===== src/rtl/viterbi_ctrl_pkg.sv =====
// Shared types and constants for the Viterbi frame sequencer.
// Latency: n/a (declarations only).
// Backpressure: n/a.
package viterbi_ctrl_pkg;

  // Symbol width shared with the BMU input
  localparam int SYM_W = 2;

  // Sequencer states, 3-bit encoding
  typedef enum logic [2:0] {
    ST_IDLE  = 3'd0,
    ST_INIT  = 3'd1,
    ST_RUN   = 3'd2,
    ST_DRAIN = 3'd3,
    ST_TB    = 3'd4,
    ST_DONE  = 3'd5
  } state_t;

endpackage


===== src/rtl/viterbi_ctrl_timer.sv =====
// Loadable up-counter with clear/enable and terminal-count flag (traceback watchdog).
// Latency: o_tc is combinational from the count register; count updates on the clock edge.
// Backpressure: none; clear wins over load, load wins over enable, count saturates at TERM.
module viterbi_ctrl_timer #(
  parameter int          W    = 7,
  parameter int unsigned TERM = 63
) (
  input  logic         clk_i,
  input  logic         rst_ni,
  input  logic         i_clr,
  input  logic         i_en,
  input  logic         i_load,
  input  logic [W-1:0] i_load_val,
  output logic         o_tc
);

  logic [W-1:0] r_cnt;

  // Count register: clear, load, or advance while enabled, holding at the terminal value
  always_ff @(posedge clk_i or negedge rst_ni) begin
    if (!rst_ni) begin
      r_cnt <= '0;
    end else if (i_clr) begin
      r_cnt <= '0;
    end else if (i_load) begin
      r_cnt <= i_load_val;
    end else if (i_en && (r_cnt != W'(TERM))) begin
      r_cnt <= r_cnt + W'(1);
    end
  end

  assign o_tc = (r_cnt == W'(TERM));

endmodule


===== src/rtl/viterbi_ctrl.sv =====
// Frame sequencer: feeds PISO symbols to the BMU, strobes ACS per symbol, launches and supervises traceback.
// Latency: bmu_data_o/acs_en_o one cycle after each accept; done_o one cycle after tb_done_i.
// Backpressure: sym_ready_o high only in RUN and not during abort; symbols outside RUN are left unconsumed.
module viterbi_ctrl
  import viterbi_ctrl_pkg::*;
#(
  parameter int FRAME_LEN  = 8,
  parameter int CNT_W      = 8,
  parameter int TB_TIMEOUT = 64
) (
  input  logic             clk_i,
  input  logic             rst_ni,
  input  logic             start_i,
  input  logic             abort_i,
  input  logic             sym_valid_i,
  input  logic [SYM_W-1:0] sym_data_i,
  output logic             sym_ready_o,
  output logic [SYM_W-1:0] bmu_data_o,
  output logic             acs_en_o,
  output logic             pm_init_o,
  output logic [CNT_W-1:0] step_cnt_o,
  output logic             tb_start_o,
  input  logic             tb_done_i,
  output logic             busy_o,
  output logic             done_o,
  output logic             err_o
);

  localparam int WD_W = $clog2(TB_TIMEOUT + 1);

  state_t           r_state;
  logic [SYM_W-1:0] r_bmu_data;
  logic [CNT_W-1:0] r_step;
  logic             r_acs_en;
  logic             r_pm_init;
  logic             r_tb_start;
  logic             r_done;
  logic             r_err;

  logic             w_run;
  logic             w_accept;
  logic             w_last;
  logic             w_tb_done;
  logic             w_wd_tc;

  assign w_run    = (r_state == ST_RUN);
  assign w_accept = w_run && sym_valid_i && !abort_i;
  assign w_last   = (r_step == CNT_W'(FRAME_LEN - 1));
  // tb_done_i is not honoured in the launch cycle (r_tb_start marks it)
  assign w_tb_done = (r_state == ST_TB) && !r_tb_start && tb_done_i;

  // Watchdog: cleared while draining, counts every cycle spent in TB
  viterbi_ctrl_timer #(
    .W    (WD_W),
    .TERM (TB_TIMEOUT - 1)
  ) u_wd (
    .clk_i      (clk_i),
    .rst_ni     (rst_ni),
    .i_clr      (r_state == ST_DRAIN),
    .i_en       (r_state == ST_TB),
    .i_load     (1'b0),
    .i_load_val ('0),
    .o_tc       (w_wd_tc)
  );

  // Sequencer FSM with registered strobes; abort overrides every other event
  always_ff @(posedge clk_i or negedge rst_ni) begin
    if (!rst_ni) begin
      r_state    <= ST_IDLE;
      r_bmu_data <= '0;
      r_step     <= '0;
      r_acs_en   <= 1'b0;
      r_pm_init  <= 1'b0;
      r_tb_start <= 1'b0;
      r_done     <= 1'b0;
      r_err      <= 1'b0;
    end else if (abort_i) begin
      r_state    <= ST_IDLE;
      r_acs_en   <= 1'b0;
      r_pm_init  <= 1'b0;
      r_tb_start <= 1'b0;
      r_done     <= 1'b0;
    end else begin
      case (r_state)
        ST_IDLE: begin
          if (start_i) begin
            r_state   <= ST_INIT;
            r_pm_init <= 1'b1;
            r_err     <= 1'b0;
            r_step    <= '0;
          end
        end
        ST_INIT: begin
          r_pm_init <= 1'b0;
          r_state   <= ST_RUN;
        end
        ST_RUN: begin
          r_acs_en <= w_accept;
          if (w_accept) begin
            r_bmu_data <= sym_data_i;
            if (r_step != CNT_W'(FRAME_LEN)) begin
              r_step <= r_step + CNT_W'(1);
            end
            if (w_last) begin
              r_state <= ST_DRAIN;
            end
          end
        end
        ST_DRAIN: begin
          r_acs_en   <= 1'b0;
          r_tb_start <= 1'b1;
          r_state    <= ST_TB;
        end
        ST_TB: begin
          r_tb_start <= 1'b0;
          if (w_tb_done) begin
            r_done  <= 1'b1;
            r_state <= ST_DONE;
          end else if (w_wd_tc) begin
            r_err   <= 1'b1;
            r_state <= ST_IDLE;
          end
        end
        ST_DONE: begin
          r_done  <= 1'b0;
          r_state <= ST_IDLE;
        end
        default: begin
          r_state <= ST_IDLE;
        end
      endcase
    end
  end

  assign sym_ready_o = w_run && !abort_i;
  assign bmu_data_o  = r_bmu_data;
  assign acs_en_o    = r_acs_en;
  assign pm_init_o   = r_pm_init;
  assign step_cnt_o  = r_step;
  assign tb_start_o  = r_tb_start;
  assign busy_o      = (r_state != ST_IDLE);
  assign done_o      = r_done;
  assign err_o       = r_err;

endmodule


===== config.mk =====
export PLATFORM = sky130hd
export DESIGN_NAME = viterbi_ctrl
export DESIGN_NICKNAME = d
export VERILOG_FILES = /design/src/rtl/viterbi_ctrl_pkg.sv /design/src/rtl/viterbi_ctrl_timer.sv /design/src/rtl/viterbi_ctrl.sv
export SDC_FILE = /design/constraint.sdc
export NUM_CORES = 1
export LEC_CHECK = 0
export BUFFER_PORTS_ARGS = -buffer_cell sky130_fd_sc_hd__buf_2
export CAP_MARGIN = 15
export CELL_PAD_IN_SITES_DETAIL_PLACEMENT = 0
export CELL_PAD_IN_SITES_GLOBAL_PLACEMENT = 1
export CORE_MARGIN = 2
export CORE_UTILIZATION = 41
export CTS_CLUSTER_SIZE = 8
export DETAILED_ROUTE_END_ITERATION = 16
export PLACE_DENSITY_LB_ADDON = 0.05
export RECOVER_POWER = 50
export SKIP_CTS_REPAIR_TIMING = 1
export SYNTH_ARGS = -nofsm -noshare
export SYNTH_HDL_FRONTEND = slang
export SYNTH_SLANG_ARGS = --single-unit
export TNS_END_PERCENT = 30

===== constraint.sdc =====
create_clock -name clk_i -period 2.28 [get_ports clk_i]
set_input_delay 0.228 -clock clk_i [delete_from_list [all_inputs] [get_ports clk_i]]
set_output_delay 0.228 -clock clk_i [all_outputs]
set_load 0.1 [all_outputs]

==> results of run 1 <==
## critical path, delay by kind of cell, from the launching register on
kind	cells	cell delay [ns]
DFF	1	0.38
buffers and inverters	2	0.84
and+or+nand+nor	1	0.18
## per-layer routing
metal / GRT usage, % / vias up / part of all wire, %
met3: 2.36 / 2 / 3.1
met1: 22.3 / 583 / 45
met2: 29.1 / 19 / 51
li1: - / 592 / -
met4: 5.00 / 0 / 0.66
met5: 0 / - / 0
## report_power, final
| group | internal (mW) | switching, mW | leakage (nW) |
|---|---|---|---|
| combinational | 0.0958 | 0.392 | 0.370 |
| clock | 0.0655 | 0.135 | 0.0177 |
| sequential | 0.485 | 0.0321 | 0.342 |
## final timing paths
check	slack, ns	cells past startpoint	end
max	0.32	3	busy_o
min	0.14	2	bmu_data_o[0]$_DFFE_PN0P_
max reg2reg	0.46	3	step_cnt_o[1]$_DFFE_PN0P_
min reg2reg	0.53	1	bmu_data_o[0]$_DFFE_PN0P_
max in group asynchronous	0.75	2	tb_start_o$_DFFE_PN0P_
min in group asynchronous	0.73	2	r_state[2]$_DFFE_PN0P_
## synth_stat cells (3+ instances only)
library cell,count,area share (%)
a21oi_1,13,4.7
clkbuf_1,5,1.3
dfrtp_1,25,45
ha_1,3,2.7
inv_1,11,3.0
mux2i_1,4,2.9
nand2_1,7,1.9
nand3_1,3,1.1
nor2_1,5,1.3
nor3_1,5,1.8
o21ai_0,10,3.6
o31ai_1,4,2.2
or3_1,3,1.3
or3b_2,3,1.9
or4_1,4,2.2
## cells by family after synthesis
logic type	count (synthesis)
AO/OA/AOI/OAI	45
XOR/XNOR	1
adder cells (fa/ha/maj)	3
buffers and inverters	18
flip-flops	25
multiplexers	6
AND/OR/NAND/NOR	47
## state kept, by name, summed over array words and instances (netlist names)
signal	cells
step_cnt_o	8
r_state	3
tb_start_o	1
acs_en_o	1
err_o	1
u_wd.r_cnt	7
bmu_data_o	2
done_o	1
pm_init_o	1
## area by class of cell
type / count / area, µm² / share of cell area [%]
clock buffer: 3 / 22.5 / 1.40
clock inverter: 1 / 5.00 / 0.312
timing repair buffer: 29 / 161 / 10.0
tap: 46 / 57.6 / 3.58
multi-input combinational: 102 / 689 / 42.9
inverter: 11 / 45.0 / 2.80
sequential: 25 / 626 / 38.9
## metrics by stage
stage / setup slack (ns) / area (µm²) / cells / power (mW)
final: 0.322 / 1610 / 217 / 1.21
after global routing: 0.185 / 1610 / 217 / 1.27
after CTS: 0.334 / 1610 / 216 / 1.23
after detailed placement: 0.474 / 1580 / 212 / 1.02
after global placement: 0.533 / 1580 / 212 / 1.01
after floorplan: 0.123 / 1400 / 145 / 0.923
==> impl_results.md, run 1 <==
* Worst hold start: sym_data_i[0]
* Critical Path Source: r_state[0]$_DFFE_PN0P_
* GP Congestion at 0.750
* RSZ-0062 raised after global routing: false
* Simple-Gate Fraction of Synth Area at 20.3%
* Worst hold slack at 0.141 ns
* Library cells used by synthesis at 45
* Initial antenna violation count at 0
* Most frequent cells in the layout: 25 x dfrtp_1, 18 x buf_2, 13 x a21oi_1
* Critical path required time at 2.05 ns
* Slew HR at 9.10%
* Drt first pass iters at 4
* Utilization after layout at 48.9%
* Die X at 62.3 µm
* Worst Tran Pin Value at 1.36 ns
* CP Launch Type: register
* XOR/XNOR Fraction of Synth Area at 0.629%
* Clock buffer count from CTS at 3
* Core Rows at 21
* Wire per inst at 13.9 µm
* Final Setup Violations at 0
* IO Pins at 25
* Flops & latches, synth at 25
* Post-Syn Instances at 145
* Clock net sink count at 25
* Worst Path Arrival at 1.73 ns
* First-pass GRT wire length at 5.40 mm
* Setup_tns at 0 ns
* FF-to-FF Start: step_cnt_o[4]$_DFFE_PN0P_
* Synth Area in Compound Gates at 21.4%
* CTS tree: done
* Seq/Total Area, Yosys at 45.0%
* Setup CP Type: reg -> out
* # DRC at 0
* Total number of vias at 1196
* Die Ht at 62.3 µm
* Commonest non-fill, non-tap cell in the layout: dfrtp_1
* Top FF cell, synth: dfrtp_1
* Gr usage total at 16.9%
* Via-to-Cell Ratio at 5.51
* Number of buffers added on ports at 24
* HP Class: in -> reg
* Leak at 0.730 nW
* Final Hold Viols at 0
* Crit. End Element: primary output
* Fillers at 311
* Final WL at 3.02 mm
* Clock skew at 0.0126 ns
* DR iter-0 viols at 44
* Max_cap viols at 0
* CP cell instances: clkbuf_1 -> or3_1 -> buf_2
* Root Driver: clkbuf_4
* Peak supply drop at 0.000258 V
* Syn nets at 156
* Antenna Nets Post-Route at 0
* Placeable Area at 3280 µm²
* Layout area overhead at 15.5%
* Status: finished clean
* Synthesized cell area at 1390 µm²
* Number of flops mapped to enable cells by yosys at 0
* Die area at 3880 µm²
* Ant. Diodes at 0
* Gr ovfl total at 0
* Post-route minimum period at 1.96 ns
* H-tree depth at 1
* Pwr/cell area at 750 nW/µm²
* Warnings, synthesis at 0
* Starting density of the core at 42.4%
* Clock buffer depth at 2
* Vias in the first global route at 1145
* Max stage delay on crit path at 0.43 ns
* Fin crit share at 85.9%
* Crit-path max FO at 13
* Async S/R FF share, synth at 100%
* Critical-path top delay cell: clkbuf_1
* Fmax at 511 MHz
* Nets at 183
* Share of layout cells above drive strength 1 at 21.1%
* Final Max Slew Viols at 0
* Adder-Cell Fraction of Synth Area at 2.70%
* CTS clock-pin slew for the worst setup and hold paths at 0.15 ns
* Multiplexer area fraction after synthesis at 4.50%
* Largest family of logic cells by synthesized area: compound AO/OA/AOI/OAI gates
* Clk_lat worst skew at 0.32 ns
* Largest net degree at the start of global routing at 26
* Mean Syn Cell Area at 9.60 µm²
* Dpl hpwl at 2.22 mm
(Power assumes the default switching activity.)
==> run 2: changes to the inputs <==
--- a/config.mk
+++ b/config.mk
@@ -5,12 +5,13 @@
 export SDC_FILE = /design/constraint.sdc
 export NUM_CORES = 1
 export LEC_CHECK = 0
+export ABC_AREA = 1
 export BUFFER_PORTS_ARGS = -buffer_cell sky130_fd_sc_hd__buf_2
 export CAP_MARGIN = 15
 export CELL_PAD_IN_SITES_DETAIL_PLACEMENT = 0
 export CELL_PAD_IN_SITES_GLOBAL_PLACEMENT = 1
 export CORE_MARGIN = 2
-export CORE_UTILIZATION = 41
+export CORE_UTILIZATION = 39
 export CTS_CLUSTER_SIZE = 8
 export DETAILED_ROUTE_END_ITERATION = 16
 export PLACE_DENSITY_LB_ADDON = 0.05
==> run 2 against run 1 <==
Total power increased by 16%; largest power group is now combinational cells; clock skew is 0.0096 ns lower; critical path depth rose by 1; worst hold slack improved by 0.020 ns; worst setup slack improved by 0.085 ns; non-clock buffer count shrank 4.
==> impl_results.md, run 2 <==
* Status: finished clean
* Setup_tns at 0 ns
* Clock net sink count at 25
* Die X at 65.2 µm
* Fmax at 534 MHz
* Final Cell Area at 1670 µm²
* RSZ-0062 raised after global routing: false
* Share of layout cells above drive strength 1 at 15.7%
* HP Class: in -> reg
* Critical path required time at 2.05 ns
* Gr ovfl total at 0
* Dpl cells at 273
* Non-Filler Instances at 278
* Crit-path leading delay family: simple AND/OR/NAND/NOR gates
* Gr usage total at 17.2%
* Slew HR at 4.79%
* Synth area leader: dfrtp_1
* Final Hold Viols at 0
* CTS tree: done
* Setup CP Type: reg -> out
* Syn nets at 212
* # DRC at 0
* Die area at 4250 µm²
* Vias in the first global route at 1255
* Crit-path max FO at 9
* Layout area overhead at 14.7%
* Clk_lat worst skew at 0.27 ns
* Clock skew at 0.00306 ns
* Ant. Diodes at 0
* Final Setup Violations at 0
* Nets at 242
* Worst Path Arrival at 1.64 ns
* Clock buffer depth at 2
* Yosys top cell area share at 42.8%
* Starting density of the core at 40.2%
* Clock buffer count from CTS at 3
* Number of buffers added on ports at 24
* Pwr/cell area at 836 nW/µm²
* Peak supply drop at 0.000533 V
* CP cell instances: nor2_2 -> nand2_1 -> nor2_2 -> buf_2
* Largest register FFs at 8
* Async S/R FF share, synth at 100%
* CP Launch Type: register
* Synthesized cell area at 1460 µm²
* Drt first pass iters at 4
* WP buf/inv at 1
* Mean Syn Cell Area at 7.26 µm²
* Most frequent cells in the layout: 67 x nand2_1, 26 x inv_1, 25 x dfrtp_1
* Fin crit share at 82.1%
* Antenna Nets Post-Route at 0
* Worst hold slack at 0.161 ns
* Top cells by count, synth: 65 x nand2_1, 26 x inv_1, 25 x dfrtp_1
* Cell Area, Placed at 1640 µm²
* Most used cell, CP: nor2_2
* Post-route minimum period at 1.87 ns
* Via-to-Cell Ratio at 4.86
* Fillers at 393
* CTS clock-pin slew for the worst setup and hold paths at 0.09 ns
* FF-to-FF Start: u_wd.r_cnt[0]$_DFFE_PN0P_
* Seq/Total Area, Yosys at 42.8%
* Largest net degree at the start of global routing at 26
* Root Driver: clkbuf_8
* Wire per inst at 11.9 µm
* Core Rows at 22
* IO Pins at 25
* Worst hold start: sym_data_i[0]
* Commonest non-fill, non-tap cell in the layout: nand2_1
* Max_cap viols at 0
* First-pass GRT wire length at 5.77 mm
* Worst Tran Pin Value at 1.43 ns
* Library cells used by synthesis at 22
* Cells taking the most area after synthesis: dfrtp_1 43%, nand2_1 17%, nand3_1 7.2%, inv_1 6.7%, nor2_1 5.7%
* Final WL at 3.31 mm
* Most frequent cell after synthesis: nand2_1
* Post-Syn Instances at 201
* Critical Path Source: r_state[0]$_DFFE_PN0P_
* Flops & latches, synth at 25
* Critical-path top delay cell: dfrtp_1
* GP Congestion at 0.805
* Die Ht at 65.2 µm
* Dpl hpwl at 2.48 mm
* Crit. End Element: primary output
* Number of flops mapped to enable cells by yosys at 0
* Warnings, synthesis at 0
* Top FF cell, synth: dfrtp_1
* Total number of vias at 1350
* Leak at 0.901 nW
* H-tree depth at 1
* Initial antenna violation count at 0
* Max stage delay on crit path at 0.44 ns
* DR iter-0 viols at 78
* Final Max Slew Viols at 0
* Placeable Area at 3630 µm²
[run 2: cell types whose count changed after synthesis, moves of 4 or more]
cell / previous run / this run
nand2_1: 7 / 65
nand3_1: 3 / 21
nor2_1: 5 / 22
inv_1: 11 / 26
a21oi_1: 13 / 4
clkbuf_1: 5 / 0
nand2_2: 0 / 5
nor3_1: 5 / 0
mux2i_1: 4 / 0
or4_1: 4 / 0
[run 2: through the flow]
| step | utilization (%) | setup slack (ns) | power [mW] |
|---|---|---|---|
| global route | 46.1 | 0.238 | 1.49 |
| detailed placement | 45.2 | 0.758 | 1.16 |
| global placement | 45.2 | 0.806 | 1.15 |
| finish | 46.1 | 0.407 | 1.40 |
| floorplan | - | 0.292 | 1.05 |
| CTS | 46.5 | 0.468 | 1.43 |
[run 2: cell type report]
cell class | instances | area [µm²] | share of cell area, %
clock buffers | 3 | 41.3 | 2.47
clock inverters | 1 | 5.00 | 0.299
inverters | 28 | 105 | 6.28
multi-input cells | 148 | 712 | 42.5
flip-flops and latches | 25 | 626 | 37.4
well taps | 48 | 60.1 | 3.59
repair buffers | 25 | 125 | 7.47
[run 2: tightest hold or removal path: stages]
cell,delay (ns)
buf_2,0.08
nand2_1,0.04
nand2_1,0.05
[run 2: worst paths after layout]
kind | cells past startpoint | slack, ns | to
max | 4 | 0.41 | sym_ready_o
min | 3 | 0.16 | bmu_data_o[0]$_DFFE_PN0P_
max reg2reg | 8 | 0.72 | u_wd.r_cnt[0]$_DFFE_PN0P_
min reg2reg | 2 | 0.48 | bmu_data_o[0]$_DFFE_PN0P_
max in group asynchronous | 2 | 0.63 | step_cnt_o[1]$_DFFE_PN0P_
min in group asynchronous | 2 | 0.81 | step_cnt_o[6]$_DFFE_PN0P_
[run 2: layer usage]
metal	up-vias	track usage, %	share of wire (%)
met2	39	26.5	44
met4	0	3.13	0
met1	616	25.7	50
met3	0	2.74	5.7
met5	-	0	0
li1	695	-	-
[run 2: cells by family (layout without fill, tap and decap cells)]
group                    count (synthesis)  in the layout  synth area share [%]
AO/OA/AOI/OAI                           15             15                  5.91
buffers and inverters                   28             57                  7.20
AND/OR/NAND/NOR                        126            126                  39.1
adder cells (fa/ha/maj)                  3              3                  2.57
XOR/XNOR                                 4              4                  2.40
flip-flops                              25             25                  42.8
[run 2: report_power, final]
part / switching (mW) / leakage [nW] / internal (mW) / total, mW
clock: 0.145 / 0.0255 / 0.122 / 0.267
sequential: 0.0591 / 0.341 / 0.500 / 0.559
combinational: 0.482 / 0.534 / 0.0919 / 0.574
total: 0.686 / 0.901 / 0.714 / 1.40
==> run 3: changes to the inputs <==
--- a/config.mk
+++ b/config.mk
@@ -11,7 +11,7 @@
 export CELL_PAD_IN_SITES_DETAIL_PLACEMENT = 0
 export CELL_PAD_IN_SITES_GLOBAL_PLACEMENT = 1
 export CORE_MARGIN = 2
-export CORE_UTILIZATION = 39
+export CORE_UTILIZATION = 36
 export CTS_CLUSTER_SIZE = 8
 export DETAILED_ROUTE_END_ITERATION = 16
 export PLACE_DENSITY_LB_ADDON = 0.05
==> constraint.sdc (replaced) <==
create_clock -name clk_i -period 1.7 [get_ports clk_i]
set_input_delay 0.17 -clock clk_i [delete_from_list [all_inputs] [get_ports clk_i]]
set_output_delay 0.17 -clock clk_i [all_outputs]
set_load 0.1 [all_outputs]
==> run 3 against run 2 <==
Global-route usage shrank 0.56 points; register-to-register slack worse by 0.48 ns; clock power rose by 33%; first-iteration DRC count down 3.8%; critical path type unchanged; critical endpoint unchanged; largest power group unchanged; highest routed layer is now met4.
==> impl_results.md, run 3 (synthesized netlist as in run 2, its figures left out) <==
* Gr usage total at 16.6%
* # DRC at 0
* Gr ovfl total at 0
* H-tree depth at 1
* Ant. Diodes at 0
* Switching Power at 0.931 mW
* Final Max Slew Viols at 0
* Status: finished clean
* Clock buffer count from CTS at 3
* IO Pins at 25
* Worst reg2reg endpoint: step_cnt_o[5]$_DFFE_PN0P_
* Clock skew at 0.00161 ns
* Wire per inst at 12.4 µm
* Critical path required time at 1.53 ns
* Peak supply drop at 0.00111 V
* Final Setup Violations at 0
* Share of layout cells above drive strength 1 at 20.3%
* Antenna Nets Post-Route at 0
* Drt first pass iters at 4
* Die X at 67.7 µm
* Placeable Area at 3940 µm²
* Clock power frac at 18.6%
* DR iter-0 viols at 75
* Utilization after layout at 43.9%
* Final WL at 3.50 mm
* Sw Ratio at 48.7%
* Largest net degree at the start of global routing at 26
* Final Cell Area at 1730 µm²
* Fin crit share at 94.5%
* Root Driver: clkbuf_8
* Setup CP Type: reg -> out
* Worst R2R Setup Slack at 0.24 ns
* RSZ-0062 raised after global routing: false
* Crit. End Element: primary output
* Post-route minimum period at 1.61 ns
* Core Rows at 23
* Critical Path Source: r_state[0]$_DFFE_PN0P_
* Clk_lat worst skew at 0.27 ns
* Via-to-Cell Ratio at 4.86
* Cell Area, Placed at 1680 µm²
* Die area at 4580 µm²
* Initial antenna violation count at 0
* CTS tree: done
* Nets at 243
* HP Class: in -> reg
* Largest register FFs at 8
* CP Launch Type: register
* Pint at 0.982 mW
* CTS clock-pin slew for the worst setup and hold paths at 0.09 ns
* Clock net sink count at 25
* Most frequent cells in the layout: 66 x nand2_1, 26 x inv_1, 21 x nor2_1, 21 x nand3_1, 21 x dfrtp_1
* Final Hold Viols at 0
* Clock buffer depth at 2
* Pwr/cell area at 1110 nW/µm²
* Worst Reg2Reg Path Length in Cells at 9
* Slew HR at 55.5%
* Seq pwr share at 39.3%
* Starting density of the core at 37.0%
* Number of buffers added on ports at 24
* Dpl hpwl at 2.60 mm
* GP Congestion at 0.809
* Max_cap viols at 0
* Comb pwr share at 42.1%
* Leak at 0.912 nW
* Vias in the first global route at 1222
* Worst Path Arrival at 1.44 ns
* Commonest non-fill, non-tap cell in the layout: nand2_1
* Total number of vias at 1367
* Crit-path max FO at 9
* Worst Tran Pin Value at 0.668 ns
* Fmax at 622 MHz
* Layout area overhead at 18.5%
* Worst Setup EP: sym_ready_o
* First-pass GRT wire length at 5.72 mm
* Worst hold slack at 0.0975 ns
* FF-to-FF Start: step_cnt_o[0]$_DFFE_PN0P_
* Die Ht at 67.7 µm
* Fillers at 412
==> run 3: changes by cell type in the layout (fill, tap and decap cells not counted), moves of 2 or more <==
cell      before  now
dfrtp_2        0    4
buf_2         20   16
nor2_1        23   21
dfrtp_1       25   21
nor2_4         0    3
clkbuf_1       4    1
clkbuf_2       0    7
==> run 3: final cells by class <==
class,instances,area [µm²],share of cell area (%)
multi-input combinational,148,734,42.4
sequential,25,631,36.4
timing repair buffer,26,153,8.82
inverter,28,105,6.07
tap,50,62.6,3.62
clock buffer,4,45.0,2.60
==> run 3: per-stage QoR <==
step / setup WS [ns] / power [mW] / setup TNS (ns) / instances
after global placement: 0.274 / 1.56 / 0 / 276
after global routing: 0.0350 / 2.02 / 0 / 281
after CTS: 0.0897 / 1.94 / 0 / 280
after detailed placement: 0.241 / 1.57 / 0 / 276
after floorplan: -0.0708 / 1.41 / -0.0955 / 201
final: 0.0930 / 1.91 / 0 / 281
==> run 3: worst min-delay path by stage <==
stage                  startpoint                   endpoint  slack, ns  depth (start not counted)
global route        sym_data_i[0]  bmu_data_o[0]$_DFFE_PN0P_       0.11                          3
floorplan                  rst_ni       acs_en_o$_DFFE_PN0P_      -0.13                          0
finish              sym_data_i[1]  bmu_data_o[1]$_DFFE_PN0P_        0.1                          3
CTS                        rst_ni  step_cnt_o[7]$_DFFE_PN0P_      -0.08                          1
global placement           rst_ni  step_cnt_o[7]$_DFFE_PN0P_       0.22                          1
detailed placement         rst_ni  step_cnt_o[7]$_DFFE_PN0P_       0.22                          1
==> run 3: per-layer routing <==
metal / vias up / GRT usage [%] / routed length, µm
li1: 698 / - / -
met1: 631 / 23.9 / 1800
met2: 34 / 26.2 / 1520
met3: 4 / 2.00 / 148
met4: 0 / 4.59 / 34
met5: - / 0 / 0
==> run 3: worst max-delay path, stage by stage, from the launching register on <==
cell and delay, ns:
dfrtp_1 0.45, nor2_2 0.17, nand2_2 0.19, nor2_4 0.18, buf_12 0.19
==> run 3: power groups by stage <==
| stage | clock [mW] | combinational (mW) | sequential [mW] |
|---|---|---|---|
| 3_5_place_dp | 0 | 0.814 | 0.761 |
| 6_report | 0.356 | 0.805 | 0.752 |
| 4_1_cts | 0.374 | 0.816 | 0.750 |
| 3_3_place_gp | 0 | 0.807 | 0.757 |
| 5_1_grt | 0.394 | 0.864 | 0.761 |
| 2_1_floorplan | 0 | 0.309 | 1.10 |
